$ cat src/rtl/issue_queue.sv
// In-order issue queue between decode and register-read. The head entry issues
// only when the busy-register vector shows no RAW/WAW hazard on it.
package issue_queue_pkg;
  typedef struct packed {
    logic [5:0]  uopcode;
    logic [1:0]  exu_type;
    logic        has_rd;
    logic        has_rs1;
    logic        has_rs2;
    logic [4:0]  rd;
    logic [4:0]  rs1;
    logic [4:0]  rs2;
    logic [2:0]  imm_type;
    logic [19:0] packed_imm;
    logic        taken;
    logic        shadowed;
    logic [31:0] pc;
  } queue_item_t;
endpackage

module issue_queue
  import issue_queue_pkg::*;
#(
  parameter  int DEPTH = 8,
  localparam int PTR_W = $clog2(DEPTH)
) (
  input  logic              clk,
  input  logic              rst_n,
  input  logic              flush,
  input  logic              in_valid,
  output logic              in_ready,
  input  queue_item_t       in_item,
  input  logic [31:0]       busy,
  output logic              out_valid,
  input  logic              out_ready,
  output queue_item_t       out_item,
  output logic              sb_set_valid,
  output logic [4:0]        sb_set_rd,
  output logic [PTR_W:0]    count
);

  localparam logic [PTR_W:0] FULL = (PTR_W+1)'(DEPTH);

  queue_item_t      mem [DEPTH];
  logic [PTR_W-1:0] wp, rp;
  logic             push, pop;
  logic             raw1, raw2, waw;

  // Ready depends on registered occupancy only, so a pop cannot free a slot
  // for a push in the same cycle.
  assign in_ready = (count != FULL);
  assign push     = in_valid & in_ready & ~flush;

  assign out_item = mem[rp];

  // x0 never creates a hazard regardless of what busy[0] says.
  assign raw1 = out_item.has_rs1 & (out_item.rs1 != 5'd0) & busy[out_item.rs1];
  assign raw2 = out_item.has_rs2 & (out_item.rs2 != 5'd0) & busy[out_item.rs2];
  assign waw  = out_item.has_rd  & (out_item.rd  != 5'd0) & busy[out_item.rd];

  assign out_valid    = (count != '0) & ~raw1 & ~raw2 & ~waw & ~flush;
  assign pop          = out_valid & out_ready;
  assign sb_set_valid = pop & out_item.has_rd & (out_item.rd != 5'd0);
  assign sb_set_rd    = out_item.rd;

  always_ff @(posedge clk) begin
    if (push) mem[wp] <= in_item;
  end

  always_ff @(posedge clk) begin
    if (!rst_n || flush) begin
      wp    <= '0;
      rp    <= '0;
      count <= '0;
    end else begin
      if (push) wp <= wp + 1'b1;
      if (pop)  rp <= rp + 1'b1;
      case ({push, pop})
        2'b10:   count <= count + 1'b1;
        2'b01:   count <= count - 1'b1;
        default: count <= count;
      endcase
    end
  end

  a_no_push_full: assert property (@(posedge clk) disable iff (!rst_n)
    !(push && count == FULL));
  a_no_pop_empty: assert property (@(posedge clk) disable iff (!rst_n)
    !(pop && count == '0));
  a_count_max: assert property (@(posedge clk) disable iff (!rst_n)
    count <= FULL);
  a_ptr_count: assert property (@(posedge clk) disable iff (!rst_n)
    PTR_W'(wp - rp) == count[PTR_W-1:0]);

endmodule
$ cat config.mk
export PLATFORM = sky130hd
export DESIGN_NAME = issue_queue
export DESIGN_NICKNAME = d
export VERILOG_FILES = /design/src/rtl/issue_queue.sv
export SDC_FILE = /design/constraint.sdc
export NUM_CORES = 1
export LEC_CHECK = 0
export CORE_UTILIZATION = 53
export CTS_CLUSTER_DIAMETER = 200
export DETAILED_ROUTE_END_ITERATION = 6
export HOLD_SLACK_MARGIN = 0.02
export PLACE_DENSITY = 0.78
export SLEW_MARGIN = 20
export SYNTH_ARGS = -nofsm -noshare
export SYNTH_HDL_FRONTEND = slang
export SYNTH_SLANG_ARGS = --single-unit
$ cat constraint.sdc
create_clock -name clk -period 11.81 [get_ports clk]
set_input_delay 1.7715 -clock clk [delete_from_list [all_inputs] [get_ports clk]]
set_output_delay 1.7715 -clock clk [all_outputs]
set_load 0.02 [all_outputs]
; ---- After elaboration in Yosys (flattened, before gate mapping)
; Memories as Yosys holds them, arrays and structs flattened. A register that Yosys moved wholly into a read port is not among the register bits.
; Cells that the tools add are included.
[word_totals]
inputBits = 120
wordCells = 51
ramBits = 664
romBits = 0
ff_bits = 10
latch_bits = 0
output_inout_bits = 95
memories = 1
[classes]
multipliers = 0
div = 0
shifts = 0
muxes = 11
bitwise = 19
add_sub_neg = 4
eq_ne = 3
reduce_logical = 7
n_lt_le_gt_ge = 3
[memory_table]
columns = name, depth, word_bits, read_ports, rd_clocked_by_memory_dff, wr, line_no
row1 = mem, 8, 83, 1, 1, 1, 44  ; queue_item_t mem [DEPTH];
[op_table]
columns = op, n
row1 = 5-bit by 6-bit less-than comparator with 1-bit output (second input constant), 3
row2 = 1-bit AND, 15
row3 = 1-bit binary-select mux with 5-bit select, 3
row4 = 5-bit nonzero test, 3
row5 = 4-bit case mux with 2 select lines, 1
row6 = 3-bit by 1-bit adder with 3-bit output (second input constant), 2
row7 = 3-bit two-way mux, 2
row8 = 1-bit two-way mux, 5
row9 = 4-bit by 1-bit adder with 4-bit output (second input constant), 1
row10 = 4-bit inequality test (second input constant), 1
row11 = 1-bit NOT, 4
row12 = 4-bit nonzero test, 1
row13 = 4-bit by 1-bit subtractor with 4-bit output (second input constant), 1
row14 = 2-bit by 1-bit == test with 1-bit output (second input constant), 1
row15 = 2-bit == test (second input constant), 1
row16 = 2-bit nonzero test, 1
row17 = 1-bit zero test, 1
row18 = 1-bit logical OR, 1

; ---- Longest topological paths before layout
[logic_depth]
word_depth = 11
depth_mapped = 20
ltp_nobuf = 16

; ---- Worst setup path before layout
; Ideal clock, no wire load.
[synth_path]
path_type = input-to-reg
startpoint = input in_valid
endpoint = memory mem[0][0] in the netlist's numbering (enable)
required_ns = 11.184
arrival_time_ns = 7.875
path_buffers = 0
setup_time_ns = 0.626
cell_stages = 3
path_slack_ns = 3.308
cell_sequence = nand2_1 > or3_1 > nor3_1
[synth_via]
elab_chain_cells = 4
[synth_lines]
columns = item, line_no
row1 = start: declaration, 30  ; input logic in_valid,
row2 = 1-bit AND (2 in a row), 52  ; assign push = in_valid & in_ready & ~flush;
row3 = 1-bit two-way mux, 67  ; if (push) mem[wp] <= in_item;
row4 = 1-bit two-way mux (not written as such), 67
row5 = end: declaration, 44
; No other way between the ends.

==> impl_metrics.ini <==
[clock_tree]
cts_sinks = 677
hold_buffers = 0
insertion_delay_ns = 0.59
post_cts_buffers = 0
cts-root-buf = clkbuf_16
cts_tree = yes
post_cts_resized = 0
clockBufferDepth = 3
htree_levels = 3
cts-buffers-inserted = 68
clkSlewWorstSetupHoldPaths_ns = 0.06

[grt]
grt_max_degree = 79
grt-ovfl-total = 0
grt_use_total = 0.221
grt_pass1_wl_mm = 82.0
antenna_found_initial = 6
grt_pass1_vias = 13254

[synthesis]
synth_nets = 1343
yosysSeqAreaShare = 0.757
async_flop_share = 0
ys_ff_latch = 677
synthesis.instances = 1217
synth_top_area_frac = 0.747
netlist_top_cells_area = edfxtp_1 (75%), mux4_2 (14%), mux2_2 (3.2%), mux2i_1 (1.6%), dfxtp_1 (0.98%)
syn_area_per_cell_um2 = 21.9
synth_flop_cell = edfxtp_1
yosysWarningCount = 0
ys_types = 59
synth_edf_count = 664
synthMostInstantiatedCell = edfxtp_1
synthesis.area_um2 = 26700
synth_common_cells = edfxtp_1 (664), mux4_2 (163), mux2_2 (75), mux2i_1 (42), nand2_1 (42)
synth_area_leader_cell = edfxtp_1

[power]
sw_frac_of_total = 0.197
intPower_uw = 3930
clock_power_share = 0.415
p_leak_uw = 0.00988
switchingPower_uw = 966
comb_power_share = 0.041
p_seq_frac = 0.544
power.density_nw_per_um2 = 154
ir_worst_vdd_uv = 125

[route]
first_pass_iters = 5
wl_mm = 55.2
drt-vias-per-instance = 5.93
drc = 0
ant_nets = 0
vias = 12929
wl_per_cell_um = 25.3
drtIter0Drc = 1119

[sta]
fmax_mhz = 145
fin_worst_skew_ns = 0.0257
final-setup-viol-count = 0
rsz0062_at_grt = false
tightest_slew_ns = 1.06
slew-limit-headroom = 0.270
finalCritPeriodShare = 0.582
totalNegativeSetupSlack_ns = 0
period_minus_slack_ns = 6.87
final_hold_viol_count = 0
finalMaxSlewViolations = 0

[critical_path]
critPathMaxStageDelay_ns = 0.87
reg2reg_depth = 15
criticalPathCategory = reg2out
crit_path_cell_trace = buf_4 > mux4_2 > mux2_2 > nor3b_1 > o2111ai_1 > nand3_1 > a211oi_2 > and3_4 > nor2b_1 > clkdlybuf4s50_1
worst-r2r-setup-slack_ns = 6.61
crit_buf_inv = 2
cp.required_ns = 10.04
cp.arrival_ns = 5.10
cpMaxStageDelayCell = buf_4
crit_family = buffers and inverters
cp-start-kind = register
crit_cells = 10
cp_max_fo = 50
critPathCaptureType = output port
r2r-end = count[3]

[cells_and_area]
fill_cells = 3259
nNetsFinal = 1591
drive_above_1_share = 0.244
seq_area_um2 = 20200
multiInputGateArea_um2 = 6160
area_growth_pct = 18.9
fin_util = 0.643

[floorplan]
die_area_um2 = 51300
die_h_um = 226
core_um2 = 49400
initial_core_util = 0.541
die_w_um = 226
io_pins = 215
rows = 81

[min_path]
hold_depth = 2
hp-class = reg2reg
min_from = rp[2]

[placed_design]
numPortBuffers = 214
routabilityCongestion = 0.905
hpwl_mm = 30.5

[run_status]
status = complete, no violations

[run]
drv_cap = 0
metrics by stage:
step | area (um2) | hold WS (ns) | cells | worst slack [ns] | power, uW
2_1_floorplan | 26700 | 0.449 | 1217 | 3.31 | 2800
3_3_place_gp | 29600 | 0.459 | 2058 | 5.39 | 2910
3_5_place_dp | 29600 | 0.470 | 2058 | 5.35 | 2910
4_1_cts | 31700 | 0.480 | 2180 | 4.73 | 4940
5_1_grt | 31700 | 0.491 | 2181 | 4.56 | 5040
6_report | 31700 | 0.473 | 2182 | 4.94 | 4900
cell type report:
| type | instances | share of cell area |
|---|---|---|
| Multi-Input combinational cell | 459 | 0.194 |
| Clock inverter | 32 | 0.00852 |
| Timing Repair Buffer | 237 | 0.0737 |
| Antenna cell | 1 | 0.0000789 |
| Clock buffer | 90 | 0.0576 |
| Tap cell | 664 | 0.0262 |
| Sequential cell | 677 | 0.637 |
| Inverter | 22 | 0.00260 |
worst register-to-register path, cell delays in order (launching register included):
cell and delay, ns:
dfxtp_4 0.84, buf_4 0.88, mux4_2 0.66, mux2_2 0.30, nor3b_1 0.16, o2111ai_1 0.14
nand3_1 0.12, a211oi_2 0.39, and3_4 0.29, ha_1 0.21, ha_1 0.26, a21o_1 0.17
a21oi_1 0.16, xnor2_1 0.10, or3_1 0.30, a21oi_1 0.15
worst max path at each step:
stage / start / endpoint / slack, ns
after floorplan: in_valid / mem[0][0] / 3.31
after global placement: register / sb_set_valid / 5.39
after detailed placement: register / sb_set_valid / 5.35
after CTS: register / sb_set_valid / 4.73
after global routing: register / sb_set_valid / 4.56
final: register / sb_set_valid / 4.94
metal layers:
metal	vias to the layer above	track usage	part of all wire	wire, um
li1	5595	-	-	-
met1	6739	0.302	0.41	22800
met2	489	0.355	0.49	26800
met3	96	0.0565	0.079	4370
met4	10	0.0671	0.021	1150
met5	-	0	0.0012	66
flip-flops by register name, indices dropped and copies added, names as in the netlist, named ones only:
name,count
mem,664
count,4
rp,3
wp,3
power groups by stage:
| stage | clock network (uW) | registers [uW] | logic [uW] |
|---|---|---|---|
| 2_1_floorplan | 0 | 2720 | 82.6 |
| 3_3_place_gp | 0 | 2710 | 196 |
| 3_5_place_dp | 0 | 2710 | 199 |
| 4_1_cts | 2080 | 2660 | 200 |
| 5_1_grt | 2160 | 2660 | 213 |
| 6_report | 2030 | 2660 | 200 |
cells by family (layout without fill, tap and decap cells):
family	count (synthesis)	count (layout)	synth area share
flip-flops	677	677	0.757
multiplexers	290	290	0.191
AND/OR/NAND/NOR	106	106	0.0187
buffers and inverters	81	381	0.0143
AO/OA/AOI/OAI	52	52	0.0147
adder cells (fa/ha/maj)	6	6	0.00309
XOR/XNOR	5	5	0.00164
other	0	1	0
cell usage in the layout (no fill, tap or decap), types with 20 or more instances in the layout:
master           Yosys  routed
mux2_2              75      75
clkbuf_16            0      70
edfxtp_1           664     664
inv_1               20      20
clkdlybuf4s50_1      0     214
mux2i_1             42      42
buf_4                8      21
nand2_1             42      42
mux4_2             163     163
clkbuf_1            24      20
No activity file was read; power rests on OpenSTA's default activity.
